**src/rtl/controller_r1.sv**
```systemverilog
// -----------------------------------------------------------------------------
// controller_r1 -- SIMD core controller, second generation.
//
// Accepts one vector instruction per cycle from the instruction buffer over a
// valid/ready handshake. It decodes the instruction and sends a one-cycle
// enable pulse to the selected functional unit. It also tracks the busy time
// of the non-pipelined units (DIV, activation, transpose). The single
// register-file writeback port is reserved by latency slot, so two results
// can never return in the same cycle.
//
// Ports
//   clk, rst                 clock, synchronous active-high reset
//   in_valid / in_ready      instruction handshake (in_ready is combinational)
//   opcode, funcode, dt      operation class, ALU sub-op, data type
//   acc, sat                 accumulate (FMA), saturate (integer ops)
//   INT_*_EN / FP16_*_EN     per-unit issue pulses, integer / FP16 variants
//   RELU_EN .. TR_EN_PULSE   type-agnostic issue pulses
//   ALUOp, IntSigned,        registered qualifiers that travel with the
//   Saturated, AccEn           issue pulse
//   PipeRegSel, RegWrite     one-hot writeback source select and strobe
//   illegal                  pulse for an accepted illegal instruction
//   busy                     any unit busy or any writeback outstanding
// -----------------------------------------------------------------------------
module controller_r1 #(
    parameter int NUM_FUNC  = 12,
    parameter int MUL_LAT   = 3,
    parameter int FMA_LAT   = 4,
    parameter int DIV_LAT   = 8,
    parameter int ACT_LAT   = 6,
    parameter int LD_LAT    = 2,
    parameter int TR_CYCLES = 4,
    parameter int MAX_LAT   = 8
) (
    input  logic                clk,
    input  logic                rst,
    input  logic                in_valid,
    output logic                in_ready,
    input  logic [4:0]          opcode,
    input  logic [1:0]          funcode,
    input  logic [1:0]          dt,
    input  logic                acc,
    input  logic                sat,
    output logic                INT_ALU_EN,
    output logic                INT_MUL_EN,
    output logic                INT_DIV_EN,
    output logic                INT_FMA_EN,
    output logic                INT_SIGMA_EN,
    output logic                INT_TANH_EN,
    output logic                FP16_ALU_EN,
    output logic                FP16_MUL_EN,
    output logic                FP16_DIV_EN,
    output logic                FP16_FMA_EN,
    output logic                FP16_SIGMA_EN,
    output logic                FP16_TANH_EN,
    output logic                RELU_EN,
    output logic                LD_EN,
    output logic                ST_EN,
    output logic                BC_EN,
    output logic                TR_EN_PULSE,
    output logic [1:0]          ALUOp,
    output logic                IntSigned,
    output logic                Saturated,
    output logic                AccEn,
    output logic [NUM_FUNC-1:0] PipeRegSel,
    output logic                RegWrite,
    output logic                illegal,
    output logic                busy
);

    localparam int SRC_W = $clog2(NUM_FUNC);
    localparam int LAT_W = $clog2(MAX_LAT + 1);
    localparam int CNT_W = $clog2(DIV_LAT + ACT_LAT + TR_CYCLES + 1);
    localparam int NUM_EN = 17;

    // Opcode map
    localparam logic [4:0] OP_NOP   = 5'h00;
    localparam logic [4:0] OP_ALU   = 5'h01;
    localparam logic [4:0] OP_MUL   = 5'h02;
    localparam logic [4:0] OP_DIV   = 5'h03;
    localparam logic [4:0] OP_FMA   = 5'h04;
    localparam logic [4:0] OP_SIGMA = 5'h05;
    localparam logic [4:0] OP_TANH  = 5'h06;
    localparam logic [4:0] OP_RELU  = 5'h07;
    localparam logic [4:0] OP_LD    = 5'h08;
    localparam logic [4:0] OP_ST    = 5'h09;
    localparam logic [4:0] OP_BC    = 5'h0A;
    localparam logic [4:0] OP_TR    = 5'h0B;

    // Writeback source indices (bit positions in PipeRegSel)
    localparam logic [SRC_W-1:0] SRC_ALU  = SRC_W'(0);
    localparam logic [SRC_W-1:0] SRC_MUL  = SRC_W'(1);
    localparam logic [SRC_W-1:0] SRC_DIV  = SRC_W'(2);
    localparam logic [SRC_W-1:0] SRC_FMA  = SRC_W'(3);
    localparam logic [SRC_W-1:0] SRC_ACT  = SRC_W'(4);
    localparam logic [SRC_W-1:0] SRC_RELU = SRC_W'(5);
    localparam logic [SRC_W-1:0] SRC_LD   = SRC_W'(6);
    localparam logic [SRC_W-1:0] SRC_BC   = SRC_W'(7);

    // Bit positions in the internal issue-pulse vector. Each FP16 variant
    // sits six positions above its integer twin.
    localparam int E_INT_ALU   = 0;
    localparam int E_INT_MUL   = 1;
    localparam int E_INT_DIV   = 2;
    localparam int E_INT_FMA   = 3;
    localparam int E_INT_SIGMA = 4;
    localparam int E_INT_TANH  = 5;
    localparam int E_FP_ALU    = 6;
    localparam int E_FP_MUL    = 7;
    localparam int E_FP_DIV    = 8;
    localparam int E_FP_FMA    = 9;
    localparam int E_FP_SIGMA  = 10;
    localparam int E_FP_TANH   = 11;
    localparam int E_RELU      = 12;
    localparam int E_LD        = 13;
    localparam int E_ST        = 14;
    localparam int E_BC        = 15;
    localparam int E_TR        = 16;

    // ------------------------------------------------------------------
    // State
    // ------------------------------------------------------------------
    logic [CNT_W-1:0]  div_cnt;
    logic [CNT_W-1:0]  act_cnt;
    logic [CNT_W-1:0]  tr_cnt;
    logic [MAX_LAT-1:0] res_valid;
    logic [SRC_W-1:0]  res_src [MAX_LAT];
    logic [NUM_EN-1:0] en_q;
    logic              illegal_q;
    logic [1:0]        alu_op_q;
    logic              int_signed_q;
    logic              sat_q;
    logic              acc_q;

    // ------------------------------------------------------------------
    // Decode
    // ------------------------------------------------------------------
    logic              known;
    logic              needs_dt;
    logic              has_wb;
    logic              is_div;
    logic              is_act;
    logic              is_tr;
    logic [LAT_W-1:0]  lat;
    logic [LAT_W-1:0]  wb_idx;
    logic [SRC_W-1:0]  src;
    logic [NUM_EN-1:0] en_sel;
    logic              illegal_op;
    logic              slot_taken;
    logic              stall;
    logic              accept;
    logic              issue;

    // NOTE: every signal written here gets a default value first. Without the
    // defaults, any case branch that skips a signal would infer a latch.
    always_comb begin
        known    = 1'b1;
        needs_dt = 1'b1;
        has_wb   = 1'b0;
        is_div   = 1'b0;
        is_act   = 1'b0;
        is_tr    = 1'b0;
        lat      = '0;
        src      = '0;
        en_sel   = '0;
        case (opcode)
            OP_NOP: needs_dt = 1'b0;
            OP_ALU: begin
                has_wb = 1'b1;
                lat    = LAT_W'(1);
                src    = SRC_ALU;
                en_sel[dt[1] ? E_FP_ALU : E_INT_ALU] = 1'b1;
            end
            OP_MUL: begin
                has_wb = 1'b1;
                lat    = LAT_W'(MUL_LAT);
                src    = SRC_MUL;
                en_sel[dt[1] ? E_FP_MUL : E_INT_MUL] = 1'b1;
            end
            OP_DIV: begin
                has_wb = 1'b1;
                is_div = 1'b1;
                lat    = LAT_W'(DIV_LAT);
                src    = SRC_DIV;
                en_sel[dt[1] ? E_FP_DIV : E_INT_DIV] = 1'b1;
            end
            OP_FMA: begin
                has_wb = 1'b1;
                lat    = LAT_W'(FMA_LAT);
                src    = SRC_FMA;
                en_sel[dt[1] ? E_FP_FMA : E_INT_FMA] = 1'b1;
            end
            OP_SIGMA: begin
                has_wb = 1'b1;
                is_act = 1'b1;
                lat    = LAT_W'(ACT_LAT);
                src    = SRC_ACT;
                en_sel[dt[1] ? E_FP_SIGMA : E_INT_SIGMA] = 1'b1;
            end
            OP_TANH: begin
                has_wb = 1'b1;
                is_act = 1'b1;
                lat    = LAT_W'(ACT_LAT);
                src    = SRC_ACT;
                en_sel[dt[1] ? E_FP_TANH : E_INT_TANH] = 1'b1;
            end
            OP_RELU: begin
                has_wb = 1'b1;
                lat    = LAT_W'(1);
                src    = SRC_RELU;
                en_sel[E_RELU] = 1'b1;
            end
            OP_LD: begin
                has_wb = 1'b1;
                lat    = LAT_W'(LD_LAT);
                src    = SRC_LD;
                en_sel[E_LD] = 1'b1;
            end
            OP_ST: begin
                needs_dt = 1'b0;
                en_sel[E_ST] = 1'b1;
            end
            OP_BC: begin
                has_wb = 1'b1;
                lat    = LAT_W'(1);
                src    = SRC_BC;
                en_sel[E_BC] = 1'b1;
            end
            OP_TR: begin
                needs_dt = 1'b0;
                is_tr    = 1'b1;
                en_sel[E_TR] = 1'b1;
            end
            default: known = 1'b0;
        endcase
    end

    assign illegal_op = !known
                      || (needs_dt && dt == 2'b11)
                      || (opcode == OP_RELU && dt[1]);

    // The new entry lands in index lat-1 after this cycle's shift, which is
    // the entry currently held at index lat. A latency of MAX_LAT targets
    // the top entry, which is always empty after a shift, so it never clashes.
    always_comb begin
        slot_taken = 1'b0;
        for (int i = 1; i < MAX_LAT; i++) begin
            if (has_wb && lat == LAT_W'(i)) begin
                slot_taken = res_valid[i];
            end
        end
    end

    // A counter at 1 reaches 0 at the end of this cycle, so the unit is
    // already free for a new instruction. That gives an issue spacing of
    // exactly *_LAT / TR_CYCLES.
    assign stall = !illegal_op && ((is_div && div_cnt > CNT_W'(1))
                                || (is_act && act_cnt > CNT_W'(1))
                                || (is_tr  && tr_cnt  > CNT_W'(1))
                                || slot_taken);

    assign in_ready = !rst && !stall;
    assign accept   = in_valid && in_ready;
    assign issue    = accept && !illegal_op;
    assign wb_idx   = lat - LAT_W'(1);

    // ------------------------------------------------------------------
    // Issue pulses and qualifiers
    // ------------------------------------------------------------------
    // NOTE: sequential state uses non-blocking assignments only. Every
    // register then samples the pre-edge values, whatever the block order.
    always_ff @(posedge clk) begin
        if (rst) begin
            en_q         <= '0;
            illegal_q    <= 1'b0;
            alu_op_q     <= 2'b00;
            int_signed_q <= 1'b0;
            sat_q        <= 1'b0;
            acc_q        <= 1'b0;
        end else begin
            en_q      <= issue ? en_sel : '0;
            illegal_q <= accept && illegal_op;
            if (issue) begin
                alu_op_q     <= funcode;
                int_signed_q <= (dt == 2'b00);
                sat_q        <= sat && !dt[1];
                acc_q        <= acc;
            end
        end
    end

    // ------------------------------------------------------------------
    // Busy counters for the non-pipelined units
    // ------------------------------------------------------------------
    always_ff @(posedge clk) begin
        if (rst) begin
            div_cnt <= '0;
            act_cnt <= '0;
            tr_cnt  <= '0;
        end else begin
            if (issue && is_div)       div_cnt <= CNT_W'(DIV_LAT);
            else if (div_cnt != '0)    div_cnt <= div_cnt - CNT_W'(1);

            if (issue && is_act)       act_cnt <= CNT_W'(ACT_LAT);
            else if (act_cnt != '0)    act_cnt <= act_cnt - CNT_W'(1);

            if (issue && is_tr)        tr_cnt  <= CNT_W'(TR_CYCLES);
            else if (tr_cnt != '0)     tr_cnt  <= tr_cnt - CNT_W'(1);
        end
    end

    // ------------------------------------------------------------------
    // Writeback reservation register. It shifts down one entry per cycle,
    // and entry 0 is the result returning this cycle.
    // ------------------------------------------------------------------
    always_ff @(posedge clk) begin
        if (rst) begin
            res_valid <= '0;
        end else begin
            res_valid <= res_valid >> 1;
            if (issue && has_wb) begin
                for (int i = 0; i < MAX_LAT; i++) begin
                    if (wb_idx == LAT_W'(i)) res_valid[i] <= 1'b1;
                end
            end
        end
    end

    // NOTE: the source tags are deliberately left out of reset. A tag is only
    // read while its valid bit is set, and the valid bits are reset.
    always_ff @(posedge clk) begin
        for (int i = 0; i < MAX_LAT - 1; i++) begin
            res_src[i] <= res_src[i+1];
        end
        if (issue && has_wb) begin
            for (int i = 0; i < MAX_LAT; i++) begin
                if (wb_idx == LAT_W'(i)) res_src[i] <= src;
            end
        end
    end

    // ------------------------------------------------------------------
    // Outputs
    // ------------------------------------------------------------------
    always_comb begin
        PipeRegSel = '0;
        if (res_valid[0]) PipeRegSel[res_src[0]] = 1'b1;
    end

    assign RegWrite = res_valid[0];
    assign busy     = (div_cnt != '0) || (act_cnt != '0) || (tr_cnt != '0)
                   || (res_valid != '0);

    assign INT_ALU_EN    = en_q[E_INT_ALU];
    assign INT_MUL_EN    = en_q[E_INT_MUL];
    assign INT_DIV_EN    = en_q[E_INT_DIV];
    assign INT_FMA_EN    = en_q[E_INT_FMA];
    assign INT_SIGMA_EN  = en_q[E_INT_SIGMA];
    assign INT_TANH_EN   = en_q[E_INT_TANH];
    assign FP16_ALU_EN   = en_q[E_FP_ALU];
    assign FP16_MUL_EN   = en_q[E_FP_MUL];
    assign FP16_DIV_EN   = en_q[E_FP_DIV];
    assign FP16_FMA_EN   = en_q[E_FP_FMA];
    assign FP16_SIGMA_EN = en_q[E_FP_SIGMA];
    assign FP16_TANH_EN  = en_q[E_FP_TANH];
    assign RELU_EN       = en_q[E_RELU];
    assign LD_EN         = en_q[E_LD];
    assign ST_EN         = en_q[E_ST];
    assign BC_EN         = en_q[E_BC];
    assign TR_EN_PULSE   = en_q[E_TR];

    assign ALUOp     = alu_op_q;
    assign IntSigned = int_signed_q;
    assign Saturated = sat_q;
    assign AccEn     = acc_q;
    assign illegal   = illegal_q;

endmodule

```
**config.mk**
```make
export PLATFORM = sky130hd
export DESIGN_NAME = controller_r1
export DESIGN_NICKNAME = d
export VERILOG_FILES = /design/src/rtl/controller_r1.sv
export SDC_FILE = /design/constraint.sdc
export NUM_CORES = 1
export LEC_CHECK = 0
export CORE_MARGIN = 10
export CORE_UTILIZATION = 57
export CTS_CLUSTER_SIZE = 8
export DETAILED_ROUTE_END_ITERATION = 7
export GPL_TIMING_DRIVEN = 0
export HOLD_SLACK_MARGIN = 0.03
export PLACE_DENSITY = 0.94
export SLEW_MARGIN = 20
export SYNTH_ARGS = -nofsm -noshare
export SYNTH_HDL_FRONTEND = slang
export SYNTH_SLANG_ARGS = --single-unit
```
**constraint.sdc**
```tcl
create_clock -name clk -period 4.4 [get_ports clk]
set_clock_uncertainty 0.2 [all_clocks]
set_input_delay 0.88 -clock clk [delete_from_list [all_inputs] [get_ports clk]]
set_output_delay 0.88 -clock clk [all_outputs]
set_load 0.03 [all_outputs]
```
Yosys cells after proc, flatten, opt, wreduce, memory -nomap -nowiden
Memory sizes are Yosys's and may differ from the RTL's.
Cells that the tools add are included.
W data, S select, Z words.
Word-level totals
  output and inout bits: 38
  register bits: 46
  input bits: 14
  memories: 1
  word-level logic and storage cells: 220
  memory bits (writable): 32
Memories
  res_src: words 8, bits a word 4, read ports 8, clocked after Yosys merged registers in 0, write ports 8, RTL line 126  | logic [SRC_W-1:0] res_src [MAX_LAT];
Operators by class
  bitwise gates (word level): 9
  order comparisons: 17
  reductions and logical operators: 62
  equal/unequal tests: 26
  add/subtract/negate cells: 4
  mux-type cells: 87
Operators by type and width (number)
  $pmux W12 S6: 1
  $mux W4: 13
  $mux W1: 51
  $pmux W1 S7: 5
  $eq A4 B3 Y1 const B: 8
  $demux W1 S5: 6
  $logic_and A1 B1 Y1: 29
  $lt A4 B6 Y1 const B: 4
  $pmux W4 S6: 1
  $pmux W3 S7: 1
  $eq A5 B3 Y1 const B: 4
  $eq A5 B4 Y1 const B: 4
  $ge A4 B1 Y1 const B: 5
  $mux W3: 6
  $eq A4 B2 Y1 const B: 4
  $gt A5 B1 Y1 const B: 3
  $reduce_bool A5 Y1: 3
  $sub A5 B1 Y5 const B: 3
  $lt A3 B6 Y1 const B: 2
  $mux W12: 1
  $reduce_or A12 Y1: 1
  $reduce_or A2 Y1: 6
  $eq A5 B2 Y1 const B: 2
  $reduce_or A9 Y1: 1
  18 further kinds: 41

Logic depth before layout (Yosys ltp)
Gate-level depths: netlist (run 1).
  word-level depth: 22
  depth in mapped cells: 9
  mapped depth without buffers: 8

Least setup slack after synthesis (run 1)
No wires, ideal clock.
  path kind: input to output
  start point: input opcode[2]
  end point: output in_ready
  setup slack: 0.805 ns
  arrival: 2.515 ns
  path buffers: 1
  required time: 3.320 ns
  stages: 6
  cell sequence: buf_2 nor3b_2 mux2_2 a31oi_1 and2_1 o21ai_0
On the way
  cells in the longest elaborated chain, start to end: 16
  elaborated cells on any way between the ends: 60
  those cells by class: eq/ne (18); mux (14); reduce/logical (28)
RTL lines
  start: declaration: RTL line 38  | input logic [4:0] opcode,
  $eq A5 B3 Y1, or another cell as far along: RTL line 165, 239
  $reduce_or A3 Y1 (no source line) / $reduce_or A2 Y1 (equally long branches)
  $pmux W4 S6: RTL line 165  | case (opcode)
  $eq A4 B1 Y1: RTL line 247  | if (has_wb && lat == LAT_W'(i)) begin
  $logic_and A1 B1 Y1: RTL line 247
  $mux W1 (7 in series): RTL line 247
  $logic_or A1 B1 Y1: RTL line 259  | || slot_taken);
  $logic_and A1 B1 Y1 (*): RTL line 256  | assign stall = !illegal_op && ((is_div && div_cnt > CNT_W'(1))
  $logic_not A1 Y1 (*): RTL line 261  | assign in_ready = !rst && !stall;
  $logic_and A1 B1 Y1 (*): RTL line 261
  end: declaration: RTL line 37  | output logic in_ready,
Every way passes the cells marked *; elsewhere a longest branch is shown, timed or not.

Worst setup path after layout (run 1)
Ends and elaborated chain as after synthesis.

==> impl_metrics.json, run 1 <==
{
  "synth_edf_count": 3,
  "critPathKind": "in2out",
  "dp_hpwl_mm": 5.69,
  "internal-power_mw": 1.08,
  "wirelength_mm": 7.60,
  "clockPowerShare_pct": 26.8,
  "avgSynthCellArea_um2": 9.61,
  "postCtsSetupBuffers": 0,
  "min_path_type": "reg2reg",
  "synth-seq-area-share_pct": 46.5,
  "yosysMostFrequentCell": "dfxtp_1",
  "ioPinCount": 52,
  "clock_insertion_delay_worst_skew_ns": 0.33,
  "rows": 26,
  "pre_cts_ws_ns": -0.276,
  "synth_seq_cells": 70,
  "fill_cells": 376,
  "placedCellCount": 436,
  "synth_top_cell_area_share_pct": 43.6,
  "instances_no_fill": 452,
  "yosys.area.top_type": "dfxtp_1",
  "syn-cell-area_um2": 3080,
  "fmax_mhz": 236,
  "place_area_um2": 3610,
  "gr-usage-all-layers_pct": 18.0,
  "cap_violations": 0,
  "syn2layout_area_growth_pct": 23.2,
  "cts_buffers": 9,
  "design_area_um2": 3790,
  "power_mw": 1.62,
  "htreeDepth": 3,
  "die_h_um": 93.5,
  "p_per_area_nw_per_um2": 428,
  "grt_max_degree": 13,
  "seq_power_share_pct": 45.2,
  "vias": 2635,
  "ys_top_cells_by_count": "67 x dfxtp_1, 25 x nor3_1, 22 x nor2_1",
  "antenna_found_initial": 0,
  "crit_path_end_kind": "primary output",
  "die_x_um": 93.5,
  "cp_data_arrival_time_ns": 3.16,
  "initial_core_util_pct": 59.5,
  "p_leak_nw": 1.45,
  "hold_viol": 0,
  "peakVddDrop_mv": 0.403,
  "status": "finished, final reports clean",
  "crit_required_ns": 3.32,
  "antennaDiodeCount": 0,
  "drt-wirelength-per-cell_um": 16.8,
  "dr.pass1.iters": 5,
  "cts_tree": "yes",
  "setup_viol": 0,
  "grt_pass1_vias": 2532,
  "grt_overflow": 0,
  "drcViolationCount": 0,
  "p_sw_uw": 542,
  "yosys_warnings": 0,
  "async_flop_share_pct": 0,
  "yosys.cell_types.count": 65,
  "worst_setup_path_start_kind": "primary input",
  "final_layout_size_suffix_gt1_share_pct": 14.1,
  "dr.first_iter.drc_count": 276,
  "fin_nets": 397,
  "gp_congestion": 0.968,
  "clock_path_buffers": 2,
  "ant_nets": 0,
  "crit_path_max_fanout": 10,
  "worstMarginPinSlew_ns": 0.628,
  "clkSlewWorstSetupHoldPaths_ns": 0.07,
  "rsz0062_at_grt": "no",
  "swShare_pct": 33.5,
  "grt_pass1_wl_mm": 12.6,
  "fin_crit_sh_pct": 96.4,
  "portBuffers": 43,
  "synthFlopType": "dfxtp_1",
  "syn-instance-count": 320,
  "root_buffer": "clkbuf_8",
  "min_period_ns": 4.24,
  "synth_area_leaders": "dfxtp_1 44%, nor3_1 4.1%, edfxtp_1 2.9%",
  "fin_ws_ns": 0.158,
  "vias_per_cell": 5.83,
  "cts.sinks": 70,
  "coreArea_um2": 5170,
  "comb_power_share_pct": 28.0,
  "fin_setup_tns_ns": 0,
  "finalMaxSlewViolations": 0,
  "slew_headroom_pct": 57.8,
  "dieArea_um2": 8740,
  "ctsHoldBuffers": 0
}
## registers in the layout, indices dropped and copies added, names as in the netlist
| signal | flops |
|---|---|
| res_src | 24 |
| en_q | 17 |
| res_valid | 8 |
| act_cnt | 5 |
| div_cnt | 5 |
| tr_cnt | 5 |
| ALUOp | 2 |
| AccEn | 1 |
| IntSigned | 1 |
| Saturated | 1 |
| illegal | 1 |
## final cells by class
class | instances | area (um2) | area share [%]
Timing Repair Buffer | 43 | 432 | 11.4
Clock buffer | 10 | 128 | 3.37
Buffer | 26 | 169 | 4.46
Multi-Input combinational cell | 215 | 1460 | 38.5
Sequential cell | 70 | 1430 | 37.8
Tap cell | 70 | 87.6 | 2.31
Clock inverter | 6 | 38.8 | 1.02
Inverter | 12 | 45.0 | 1.19
## cell families (layout without fill, tap and decap cells)
family / count (synthesis) / in the layout / synth area share (%)
buf+inv: 38 / 97 / 6.95
mux: 5 / 5 / 1.99
xor+xnor: 8 / 8 / 2.28
compound gates: 68 / 68 / 17.2
simple gates: 124 / 124 / 22.5
fa+ha+maj: 6 / 6 / 2.44
other cells: 1 / 4 / 0.122
flops: 70 / 70 / 46.5
## power by group through the flow
| stage | clock (mW) | combinational, mW | sequential [mW] |
|---|---|---|---|
| floorplan | 0 | 0.345 | 0.737 |
| global placement | 0 | 0.421 | 0.740 |
| detailed placement | 0 | 0.444 | 0.743 |
| CTS | 0.443 | 0.450 | 0.730 |
| global route | 0.470 | 0.502 | 0.737 |
| finish | 0.435 | 0.453 | 0.732 |
## layer usage
layer / GRT usage, % / part of all wire, % / up-vias
li1: - / - / 1253
met1: 21.2 / 41 / 1240
met2: 30.0 / 49 / 130
met3: 5.12 / 8.5 / 12
met4: 7.20 / 1.5 / 0
met5: 0 / 0 / -
## layout by cell type, fill, tap and decap left out, types with 4 or more instances in the layout
master and instances:
nand2b_1 10, o21ai_0 8, a21oi_1 14, xnor2_1 6
clkinvlp_4 4, nor3_1 25, nor2_1 22, nor2b_1 5
nand3_1 5, clkbuf_8 9, ha_1 6, a21o_1 4
nand2_1 17, clkdlybuf4s50_1 41, buf_4 8, dfxtp_1 67
conb_1 4, clkbuf_1 11, inv_1 11, and4_1 4
o21bai_1 4, nor4_1 11, buf_6 5, a21boi_0 5
## per-stage QoR
stage	utilization, %	hold slack (ns)
after floorplan	-	0.123
after global placement	69.7	0.127
after detailed placement	69.7	0.127
after CTS	73.2	0.144
after global routing	73.3	0.154
final	73.3	0.142
## worst paths after layout
kind | end | from | depth (start not counted) | slack (ns)
max reg2reg | en_q[10] | div_cnt[3] | 7 | 1.78
max | in_ready | opcode[2] | 9 | 0.16
min | res_src[0][25] | res_src[0][29] | 0 | 0.14
min reg2reg | res_src[0][25] | res_src[0][29] | 0 | 0.14
## repair_timing
action                     4_1_cts  5_1_grt
setup endpoints to repair        1        1
gates resized for setup          3        1
pin swaps                        0        1
## critical path, stage by stage
cell and delay [ns]:
clkdlybuf4s50_1 0.48, buf_2 0.22, mux2i_1 0.21, nor2_1 0.06, o21ba_1 0.22, o311ai_4 0.43
nand2_1 0.12, o21ai_0 0.10, dlygate4sd2_1 0.43
Note: power is estimated with default switching activity, not from simulation.
==> inputs of run 2 (changes only) <==
SETUP_SLACK_MARGIN = 0.2   (was not set)
==> impl_metrics.json, run 2 (synthesis gave the netlist of run 1 again) <==
{
  "grt_pass1_wl_mm": 12.6,
  "vias_per_cell": 5.85,
  "wirelength_mm": 7.73,
  "place_area_um2": 3610,
  "ioPinCount": 52,
  "dieArea_um2": 8740,
  "r2r_end": "en_q[10]",
  "htreeDepth": 3,
  "grt_max_degree": 13,
  "crit_path_max_fanout": 10,
  "cap_violations": 0,
  "gp_congestion": 0.968,
  "crit_path_end_kind": "primary output",
  "rsz0062_at_grt": "no",
  "mostFrequentLayoutCells": "67 x dfxtp_1, 41 x clkdlybuf4s50_1, 25 x nor3_1",
  "worst_setup_path_start_kind": "primary input",
  "setup_viol": 0,
  "finalMaxSlewViolations": 0,
  "cp_data_arrival_time_ns": 2.97,
  "cts_buffers": 9,
  "cp_slowest_cell": "clkdlybuf4s50_1",
  "drcViolationCount": 0,
  "vias": 2674,
  "initial_core_util_pct": 59.5,
  "instances_no_fill": 457,
  "p_leak_nw": 1.47,
  "antennaDiodeCount": 0,
  "crit_required_ns": 3.32,
  "syn2layout_area_growth_pct": 24.5,
  "crit_start": "opcode[2]",
  "min_path_type": "reg2reg",
  "portBuffers": 43,
  "ant_nets": 0,
  "critPathKind": "in2out",
  "dr.first_iter.drc_count": 293,
  "clock_path_buffers": 2,
  "gr-usage-all-layers_pct": 18.0,
  "top_regs": "res_src x24, en_q x17, res_valid x8",
  "min_period_ns": 4.05,
  "slew_headroom_pct": 58.1,
  "rows": 26,
  "antenna_found_initial": 0,
  "final_common_cell": "dfxtp_1",
  "final_layout_size_suffix_gt1_share_pct": 15.5,
  "fin_crit_sh_pct": 92.1,
  "cts.sinks": 70,
  "grt_overflow": 0,
  "cts_tree": "yes",
  "cp-endpoint": "in_ready",
  "clkSlewWorstSetupHoldPaths_ns": 0.07,
  "fill_cells": 370,
  "r2r_setup_slack_ns": 1.80,
  "peakVddDrop_mv": 0.393,
  "worstMarginPinSlew_ns": 0.623,
  "hold-worst-slack_ns": 0.142,
  "dr.pass1.iters": 5,
  "root_buffer": "clkbuf_8",
  "die_h_um": 93.5,
  "grt_pass1_vias": 2532,
  "fin_nets": 402,
  "largest_reg_flops": 24,
  "clock_insertion_delay_worst_skew_ns": 0.34,
  "top_register": "res_src",
  "worst-r2r-cell-count": 7,
  "rr_startpoint": "div_cnt[3]",
  "drt-wirelength-per-cell_um": 16.9,
  "p_per_area_nw_per_um2": 425,
  "placedCellCount": 436,
  "coreArea_um2": 5170,
  "hold_viol": 0,
  "crit_chain": "clkdlybuf4s50_1, buf_2, mux2i_1, nor2_1, o21ba_1, o311ai_4, nand2_1, o21ai_0, clkdlybuf4s15_2",
  "cp_slowest_stage_delay_ns": 0.48,
  "die_x_um": 93.5,
  "status": "finished, final reports clean",
  "design_area_um2": 3830,
  "dp_hpwl_mm": 5.69,
  "power_mw": 1.63,
  "fmax_mhz": 247,
  "ctsHoldBuffers": 0
}
==> run 2: cell types whose count changed in the layout (fill, tap and decap cells not counted) <==
cell | before | now
buf_4 | 8 | 13
dlygate4sd2_1 | 1 | 0
clkdlybuf4s15_2 | 0 | 1
==> run 2: how the worst min path moves through the flow <==
stage,slack [ns],start,to,depth (start not counted)
2_1_floorplan,0.12,res_src[0][28],res_src[0][24],0
3_3_place_gp,0.13,res_src[0][29],res_src[0][25],0
3_5_place_dp,0.13,res_src[0][29],res_src[0][25],0
4_1_cts,0.14,res_src[0][29],res_src[0][25],0
5_1_grt,0.15,res_src[0][29],res_src[0][25],0
6_report,0.14,res_src[0][29],res_src[0][25],0
==> run 2: final cells by class <==
class,count,area [um2],share of cell area (%)
Clock inverter,6,38.8,1.01
Multi-Input combinational cell,215,1460,38.1
Inverter,12,45.0,1.18
Sequential cell,70,1430,37.4
Buffer,26,169,4.41
Clock buffer,10,128,3.33
Timing Repair Buffer,48,472,12.3
Tap cell,70,87.6,2.29
==> run 2: metal layers <==
metal  wire length [um]  vias up  track usage, %  part of all wire [%]
met5                  0        -               0                     0
met4                163        0            7.20                   2.1
met3                684       21            5.12                   8.8
met2               3720      141            30.0                    48
met1               3170     1248            21.2                    41
li1                   -     1264               -                     -
==> run 2: power breakdown <==
group / switching, mW / internal (mW) / total (mW)
logic: 0.263 / 0.195 / 0.457
registers: 0.0479 / 0.684 / 0.732
clock network: 0.237 / 0.201 / 0.438
total: 0.548 / 1.08 / 1.63
==> run 2: critical path, delay by kind of cell <==
kind	cells	cell delay (ns)
compound gates	3	0.68
simple gates	2	0.18
buf+inv	3	1.02
mux	1	0.20
==> run 2: metrics by stage <==
step | worst slack [ns] | TNS (ns) | utilization, %
floorplan | 0.805 | 0 | -
global placement | -0.284 | -0.284 | 69.7
detailed placement | -0.276 | -0.276 | 69.7
CTS | 0.203 | 0 | 73.3
global route | 0.217 | 0 | 74.0
finish | 0.345 | 0 | 74.0
==> run 2: repair_timing <==
item | 4_1_cts | 5_1_grt
resized for setup | 6 | 1
setup buffers | 0 | 5
pin swaps | 0 | 1
endpoints found under the setup margin | 1 | 1
